==> src/rtl/reg_bus_arbiter.sv <==
// Round-robin sequencer for the shared management register bus (port A host bridge, port B engine).
// Optional access timeout with error response is compiled in with `define CORETSE_REG_TIMEOUT_EN.
module reg_bus_arbiter #(
   parameter int TIMEOUT_CYCLES = 64,
   parameter int TO_W           = 8
) (
   input  logic            HCLK,
   input  logic            HRESETn,
   input  logic            a_req,
   input  logic            a_wr,
   input  logic [4:0]      a_addr,
   input  logic [31:0]     a_wdata,
   output logic            a_done,
   input  logic            b_req,
   input  logic            b_wr,
   input  logic [4:0]      b_addr,
   input  logic [31:0]     b_wdata,
   output logic            b_done,
   output logic [31:0]     rsp_rdata,
   output logic            rsp_err,
   output logic            reg_inh,
   output logic [4:0]      reg_addr,
   output logic            reg_wr,
   output logic [31:0]     reg_wdata,
   input  logic [31:0]     reg_rdata,
   input  logic            reg_ack,
   output logic            busy,
   output logic [TO_W-1:0] timeout_cnt
);

   typedef enum logic [1:0] {IDLE, ACCESS, RESP} state_e;
   typedef enum logic {GRANT_A, GRANT_B} grant_e;

   if (TIMEOUT_CYCLES < 2 || TIMEOUT_CYCLES > 256) begin : g_bad_timeout
      $error("reg_bus_arbiter: TIMEOUT_CYCLES must be in 2..256");
   end

   state_e      state_q, state_d;
   grant_e      last_grant_q, last_grant_d;
   logic        reg_inh_q, reg_inh_d;
   logic [4:0]  reg_addr_q, reg_addr_d;
   logic        reg_wr_q, reg_wr_d;
   logic [31:0] reg_wdata_q, reg_wdata_d;
   logic        a_done_q, a_done_d;
   logic        b_done_q, b_done_d;
   logic [31:0] rsp_rdata_q, rsp_rdata_d;
   logic        busy_q, busy_d;
   logic        grant_a;
   logic        finish;

`ifdef CORETSE_REG_TIMEOUT_EN
   localparam logic [TO_W-1:0] TO_LAST = TO_W'(TIMEOUT_CYCLES - 1);

   logic [TO_W-1:0] to_ctr_q, to_ctr_d;
   logic [TO_W-1:0] timeout_cnt_q, timeout_cnt_d;
   logic            rsp_err_q, rsp_err_d;
`endif

   // Next-state logic: grant in IDLE, wait for ack (or timeout) in ACCESS, pulse done in RESP.
   always_comb begin
      state_d      = state_q;
      last_grant_d = last_grant_q;
      reg_inh_d    = reg_inh_q;
      reg_addr_d   = reg_addr_q;
      reg_wr_d     = reg_wr_q;
      reg_wdata_d  = reg_wdata_q;
      a_done_d     = 1'b0;
      b_done_d     = 1'b0;
      rsp_rdata_d  = rsp_rdata_q;
      grant_a      = 1'b0;
      finish       = 1'b0;
`ifdef CORETSE_REG_TIMEOUT_EN
      to_ctr_d      = to_ctr_q;
      timeout_cnt_d = timeout_cnt_q;
      rsp_err_d     = rsp_err_q;
`endif
      case (state_q)
         IDLE: begin
            if (a_req || b_req) begin
               // On contention the port that was not served last wins.
               grant_a      = a_req && (!b_req || (last_grant_q == GRANT_B));
               last_grant_d = grant_a ? GRANT_A : GRANT_B;
               reg_wr_d     = grant_a ? a_wr    : b_wr;
               reg_addr_d   = grant_a ? a_addr  : b_addr;
               reg_wdata_d  = grant_a ? a_wdata : b_wdata;
               reg_inh_d    = 1'b0;
               state_d      = ACCESS;
`ifdef CORETSE_REG_TIMEOUT_EN
               to_ctr_d     = '0;
`endif
            end
         end
         ACCESS: begin
            if (reg_ack) begin
               rsp_rdata_d = reg_rdata;
               finish      = 1'b1;
`ifdef CORETSE_REG_TIMEOUT_EN
               rsp_err_d   = 1'b0;
`endif
            end
`ifdef CORETSE_REG_TIMEOUT_EN
            else if (to_ctr_q == TO_LAST) begin
               rsp_rdata_d = '0;
               rsp_err_d   = 1'b1;
               finish      = 1'b1;
               if (timeout_cnt_q != {TO_W{1'b1}}) begin
                  timeout_cnt_d = timeout_cnt_q + TO_W'(1);
               end
            end else begin
               to_ctr_d = to_ctr_q + TO_W'(1);
            end
`endif
            if (finish) begin
               state_d   = RESP;
               reg_inh_d = 1'b1;
               reg_wr_d  = 1'b0;
               a_done_d  = (last_grant_q == GRANT_A);
               b_done_d  = (last_grant_q == GRANT_B);
            end
         end
         RESP: begin
            state_d = IDLE;
         end
         default: begin
            state_d = IDLE;
         end
      endcase
      busy_d = (state_d != IDLE);
   end

   always_ff @(posedge HCLK or negedge HRESETn) begin
      if (!HRESETn) begin
         state_q      <= IDLE;
         last_grant_q <= GRANT_B;
         reg_inh_q    <= 1'b1;
         reg_addr_q   <= '0;
         reg_wr_q     <= 1'b0;
         reg_wdata_q  <= '0;
         a_done_q     <= 1'b0;
         b_done_q     <= 1'b0;
         rsp_rdata_q  <= '0;
         busy_q       <= 1'b0;
      end else begin
         state_q      <= state_d;
         last_grant_q <= last_grant_d;
         reg_inh_q    <= reg_inh_d;
         reg_addr_q   <= reg_addr_d;
         reg_wr_q     <= reg_wr_d;
         reg_wdata_q  <= reg_wdata_d;
         a_done_q     <= a_done_d;
         b_done_q     <= b_done_d;
         rsp_rdata_q  <= rsp_rdata_d;
         busy_q       <= busy_d;
      end
   end

`ifdef CORETSE_REG_TIMEOUT_EN
   always_ff @(posedge HCLK or negedge HRESETn) begin
      if (!HRESETn) begin
         to_ctr_q      <= '0;
         timeout_cnt_q <= '0;
         rsp_err_q     <= 1'b0;
      end else begin
         to_ctr_q      <= to_ctr_d;
         timeout_cnt_q <= timeout_cnt_d;
         rsp_err_q     <= rsp_err_d;
      end
   end

   assign rsp_err     = rsp_err_q;
   assign timeout_cnt = timeout_cnt_q;
`else
   assign rsp_err     = 1'b0;
   assign timeout_cnt = '0;
`endif

   assign reg_inh   = reg_inh_q;
   assign reg_addr  = reg_addr_q;
   assign reg_wr    = reg_wr_q;
   assign reg_wdata = reg_wdata_q;
   assign a_done    = a_done_q;
   assign b_done    = b_done_q;
   assign rsp_rdata = rsp_rdata_q;
   assign busy      = busy_q;

endmodule

==> config.mk <==
export PLATFORM = sky130hd
export DESIGN_NAME = reg_bus_arbiter
export DESIGN_NICKNAME = d
export VERILOG_FILES = /design/src/rtl/reg_bus_arbiter.sv
export SDC_FILE = /design/constraint.sdc
export NUM_CORES = 1
export LEC_CHECK = 0
export CAP_MARGIN = 40
export CORE_MARGIN = 2
export CORE_UTILIZATION = 25
export DETAILED_ROUTE_END_ITERATION = 10
export SKIP_LAST_GASP = 1
export SLEW_MARGIN = 20
export SYNTH_ARGS = -nofsm -noshare
export SYNTH_HDL_FRONTEND = slang
export SYNTH_SLANG_ARGS = --single-unit
==> constraint.sdc <==
create_clock -name HCLK -period 1.55 [get_ports HCLK]
set_input_delay 0.155 -clock HCLK [delete_from_list [all_inputs] [get_ports HCLK]]
set_output_delay 0.155 -clock HCLK [all_outputs]
set_load 0.01 [all_outputs]
==> flow_summary.json <==
{
  "finalSetupTns_ns": 0,
  "number_of_global_route_vias_before_repair": 3306,
  "synth_area_sq_um": 3422,
  "ir_drop_uv": 687.3,
  "area_of_the_placeable_core_sq_um": 13300,
  "clock_tree.buffer_depth": 2,
  "ys_seq_elements": 77,
  "number_of_buffers_inserted_to_repair_setup_after_cts": 0,
  "cp_cell_sequence": "clkdlybuf4s50_1",
  "ctsRootBufferMaster": "sky130_fd_sc_hd__clkbuf_16",
  "layout_cell_share_with_drive_strength_beyond_1_pct": 8.806,
  "clk_pin_slew_worst_paths_ns": 0.06,
  "port_buffers": 186,
  "start_util_pct": 25.74,
  "clock_sink_count": 77,
  "report.final.slew_viol_count": 0,
  "drt_first_pass_iters": 4,
  "netlist.area_leader.share_pct": 54.84,
  "insertedDiodeCount": 0,
  "die_outline_area_sq_um": 14640,
  "finalSetupViolCount": 0,
  "clock_network_power_share_pct": 21.4,
  "tritoncts": "built",
  "post_dr_wirelength_cell_um": 15.87,
  "cp.depth": 1,
  "timing.clock.skew_ns": 0.008125,
  "timing_endpoint_of_the_critical_path": "reg_wdata[11]",
  "setup.worst_path.end_class": "output port",
  "synthDominantAreaCellType": "sky130_fd_sc_hd__dfrtp_1",
  "die_height_um": 121.0,
  "globalRouteTotalUtil_pct": 14.89,
  "clk-insertion-delay-late_ns": 0.33,
  "timing.critical_path.arrival_ns": 1.26,
  "postRouteAntennaNets": 0,
  "place_area_sq_um": 5513,
  "area.growth.synth_to_final_pct": 71.08,
  "grt_pass1_wl_mm": 16.96,
  "power.leakage_nw": 2.326,
  "dp_cells": 670,
  "cell_variety_after_synth": 25,
  "number_of_antenna_violations_at_the_first_check_in_global_routing": 0,
  "cts_max_level": 3,
  "average_cell_area_after_synthesis_sq_um": 10.69,
  "rsz0062_at_grt": "false",
  "p_seq_share_pct": 33.3,
  "min_setup_slack_post_route_ns": 0.1394,
  "crit-reg2reg-capture": "reg_wdata[5]$_DFFE_PN0P_",
  "crit_path_start": "reg_wdata[11]$_DFFE_PN0P_",
  "layout_min_cycle_time_ns": 1.411,
  "route.detailed.drc": 0,
  "drt-initial-drc-count": 131,
  "pre_cts_ws_ns": -0.07248,
  "rows": 42,
  "worstRegToRegCells": 4,
  "timing.fmax_mhz": 708.9,
  "global_route.overflow_total": 0,
  "setup.worst_path.start_class": "register",
  "gp_congestion": 0.7487,
  "final_hold_viol_count": 0,
  "worstSetupPathType": "register to output port",
  "crit_fanout": 2,
  "max_cap_viol_count": 0,
  "p_switching_w": 0.003583,
  "timing.rr.start": "last_grant_q$_DFFE_PN1P_",
  "syn_warnings": 0,
  "final_min_period_over_clock_period_pct": 91.01,
  "pin_count_of_the_biggest_net_entering_global_routing": 39,
  "comb_power_share_pct": 45.3,
  "internal_power_w": 0.007260,
  "floorplan.die.width_um": 121.0,
  "synth_sequential_area_ratio_pct": 56.38,
  "fin_nets": 619,
  "swShare_pct": 33.04,
  "powerDensity_nw_per_um2": 1852,
  "path_delay_family": "buffers and inverters",
  "outcome": "finished clean",
  "synth_top_cells_by_area": "sky130_fd_sc_hd__dfrtp_1 (55%), sky130_fd_sc_hd__mux2_1 (11%), sky130_fd_sc_hd__a31oi_1 (7.1%), sky130_fd_sc_hd__a21oi_1 (5.6%), sky130_fd_sc_hd__nand3_1 (5.6%)",
  "boundaryPins": 196,
  "post-route-util_pct": 44.03,
  "route.final.wire_length_mm": 10.90,
  "critical-path-max-stage-delay_ns": 0.58,
  "cts_made_buffers": 9,
  "postLayoutCellArea_sq_um": 5854,
  "dp.final_hpwl_mm": 8.058,
  "slowest_cell_on_the_critical_path": "sky130_fd_sc_hd__clkdlybuf4s50_1",
  "critical_path.n_buffers_inverters": 1,
  "worst_hold_path_type": "input pin to async pin",
  "instances_no_fill": 687,
  "post_drt_via_cell_ratio": 4.686,
  "via_count": 3219,
  "r2r_slack_ns": 0.16,
  "worst_ep_required_time_ns": 1.39,
  "synthCells": 320
}
synthesized netlist by cell type:
cell type,instances
sky130_fd_sc_hd__a21o_1,1
sky130_fd_sc_hd__nand3_1,38
sky130_fd_sc_hd__nor2b_1,1
sky130_fd_sc_hd__dfstp_2,2
sky130_fd_sc_hd__buf_2,7
sky130_fd_sc_hd__a21oi_1,38
sky130_fd_sc_hd__nor2_1,2
sky130_fd_sc_hd__nand2_1,2
sky130_fd_sc_hd__and2_4,1
sky130_fd_sc_hd__mux2_1,32
sky130_fd_sc_hd__and2_1,1
sky130_fd_sc_hd__dfrtp_1,75
sky130_fd_sc_hd__a22oi_1,1
sky130_fd_sc_hd__o21ai_1,1
sky130_fd_sc_hd__buf_6,2
sky130_fd_sc_hd__buf_4,12
sky130_fd_sc_hd__clkbuf_1,19
sky130_fd_sc_hd__conb_1,1
sky130_fd_sc_hd__nand3b_1,1
sky130_fd_sc_hd__clkbuf_2,1
sky130_fd_sc_hd__or2_1,1
sky130_fd_sc_hd__o21ai_0,38
sky130_fd_sc_hd__nand2b_1,2
sky130_fd_sc_hd__inv_2,2
sky130_fd_sc_hd__a31oi_1,39
layout make-up:
cell class	instances	area (sq um)
clock buffer	10	239.0
clock inverter	6	93.84
fill	1273	7441
inverter	2	7.507
multi-input combinational	208	1301
sequential	77	1929
tap	176	220.2
timing repair buffer	208	2063
kinds of logic after synthesis:
logic type	Yosys count	synth area share (%)
AND/OR/NAND/NOR	49	7.386
other	1	0.1096
buffers and inverters	43	6.764
multiplexers	32	10.53
AO/OA/AOI/OAI	118	18.83
flip-flops	77	56.38
cells in the final DEF (no fill, tap or decap):
| cell type | synthesis | routed |
|---|---|---|
| sky130_fd_sc_hd__a21o_1 | 1 | 1 |
| sky130_fd_sc_hd__a21oi_1 | 38 | 38 |
| sky130_fd_sc_hd__a22oi_1 | 1 | 1 |
| sky130_fd_sc_hd__a31oi_1 | 39 | 39 |
| sky130_fd_sc_hd__and2_1 | 1 | 1 |
| sky130_fd_sc_hd__and2_4 | 1 | 1 |
| sky130_fd_sc_hd__buf_12 | 0 | 3 |
| sky130_fd_sc_hd__buf_4 | 12 | 19 |
| sky130_fd_sc_hd__bufinv_16 | 0 | 2 |
| sky130_fd_sc_hd__clkbuf_16 | 0 | 9 |
| sky130_fd_sc_hd__clkbuf_8 | 0 | 1 |
| sky130_fd_sc_hd__clkdlybuf4s50_1 | 0 | 184 |
| sky130_fd_sc_hd__clkinv_4 | 0 | 2 |
| sky130_fd_sc_hd__clkinvlp_4 | 0 | 1 |
| sky130_fd_sc_hd__conb_1 | 1 | 9 |
| sky130_fd_sc_hd__dfrtp_1 | 75 | 75 |
| sky130_fd_sc_hd__dfstp_2 | 2 | 2 |
| sky130_fd_sc_hd__dlygate4sd2_1 | 0 | 1 |
| sky130_fd_sc_hd__dlygate4sd3_1 | 0 | 1 |
| sky130_fd_sc_hd__inv_2 | 2 | 2 |
| sky130_fd_sc_hd__inv_6 | 0 | 1 |
| sky130_fd_sc_hd__mux2_1 | 32 | 32 |
| sky130_fd_sc_hd__nand2_1 | 2 | 2 |
| sky130_fd_sc_hd__nand2b_1 | 2 | 2 |
| sky130_fd_sc_hd__nand3_1 | 38 | 38 |
| sky130_fd_sc_hd__nand3b_1 | 1 | 1 |
| sky130_fd_sc_hd__nor2_1 | 2 | 1 |
| sky130_fd_sc_hd__nor2_4 | 0 | 1 |
| sky130_fd_sc_hd__nor2b_2 | 0 | 1 |
| sky130_fd_sc_hd__o21ai_0 | 38 | 38 |
| sky130_fd_sc_hd__o21ai_1 | 1 | 1 |
| sky130_fd_sc_hd__or2_1 | 1 | 1 |
through the flow:
step                      power, W  hold WS [ns]
final                      0.01084        0.2506
after detailed placement  0.008629       0.05899
after global placement    0.008505       0.05829
after global routing       0.01155        0.2708
after floorplan           0.005729       -0.1406
after CTS                  0.01100        0.2540
registers in the layout, summed over array words and instances (netlist names):
| signal | cells |
|---|---|
| a_done | 1 |
| b_done | 1 |
| busy | 1 |
| last_grant_q | 1 |
| reg_addr | 5 |
| reg_inh | 1 |
| reg_wdata | 32 |
| reg_wr | 1 |
| rsp_rdata | 32 |
| state_q | 2 |
what timing repair did:
item                                   CTS  global route
endpoints found under the hold margin   19             0
hold buffers                             1             0
gates resized for setup                  1             0
setup endpoints to repair                1             0
power by group through the flow:
stage          Combinational [W]  Sequential (W)  Clock, W
6_report                 0.00491         0.00361   0.00232
5_1_grt                  0.00532         0.00374   0.00249
4_1_cts                  0.00499         0.00363   0.00238
3_5_place_dp             0.00499         0.00364         0
3_3_place_gp             0.00490         0.00360         0
2_1_floorplan            0.00170         0.00403         0
metal layers:
metal / wire length [um] / up-vias / track usage [%]
met3: 939 / 11 / 4.934
met1: 4563 / 1538 / 18.60
met2: 5283 / 143 / 24.82
met5: 0 / - / 0
met4: 115 / 0 / 3.634
li1: - / 1527 / -
worst min-delay path by stage:
stage / from / to / slack [ns] / depth (start not counted)
5_1_grt: HRESETn / rsp_rdata[20]$_DFFE_PN0P_ / 0.27 / 2
3_5_place_dp: HRESETn / rsp_rdata[20]$_DFFE_PN0P_ / 0.06 / 1
4_1_cts: HRESETn / rsp_rdata[0]$_DFFE_PN0P_ / 0.25 / 2
6_report: HRESETn / rsp_rdata[20]$_DFFE_PN0P_ / 0.25 / 2
3_3_place_gp: HRESETn / rsp_rdata[16]$_DFFE_PN0P_ / 0.06 / 1
2_1_floorplan: HRESETn / a_done$_DFF_PN0_ / -0.14 / 0
Power figures use the tool's default switching activity.
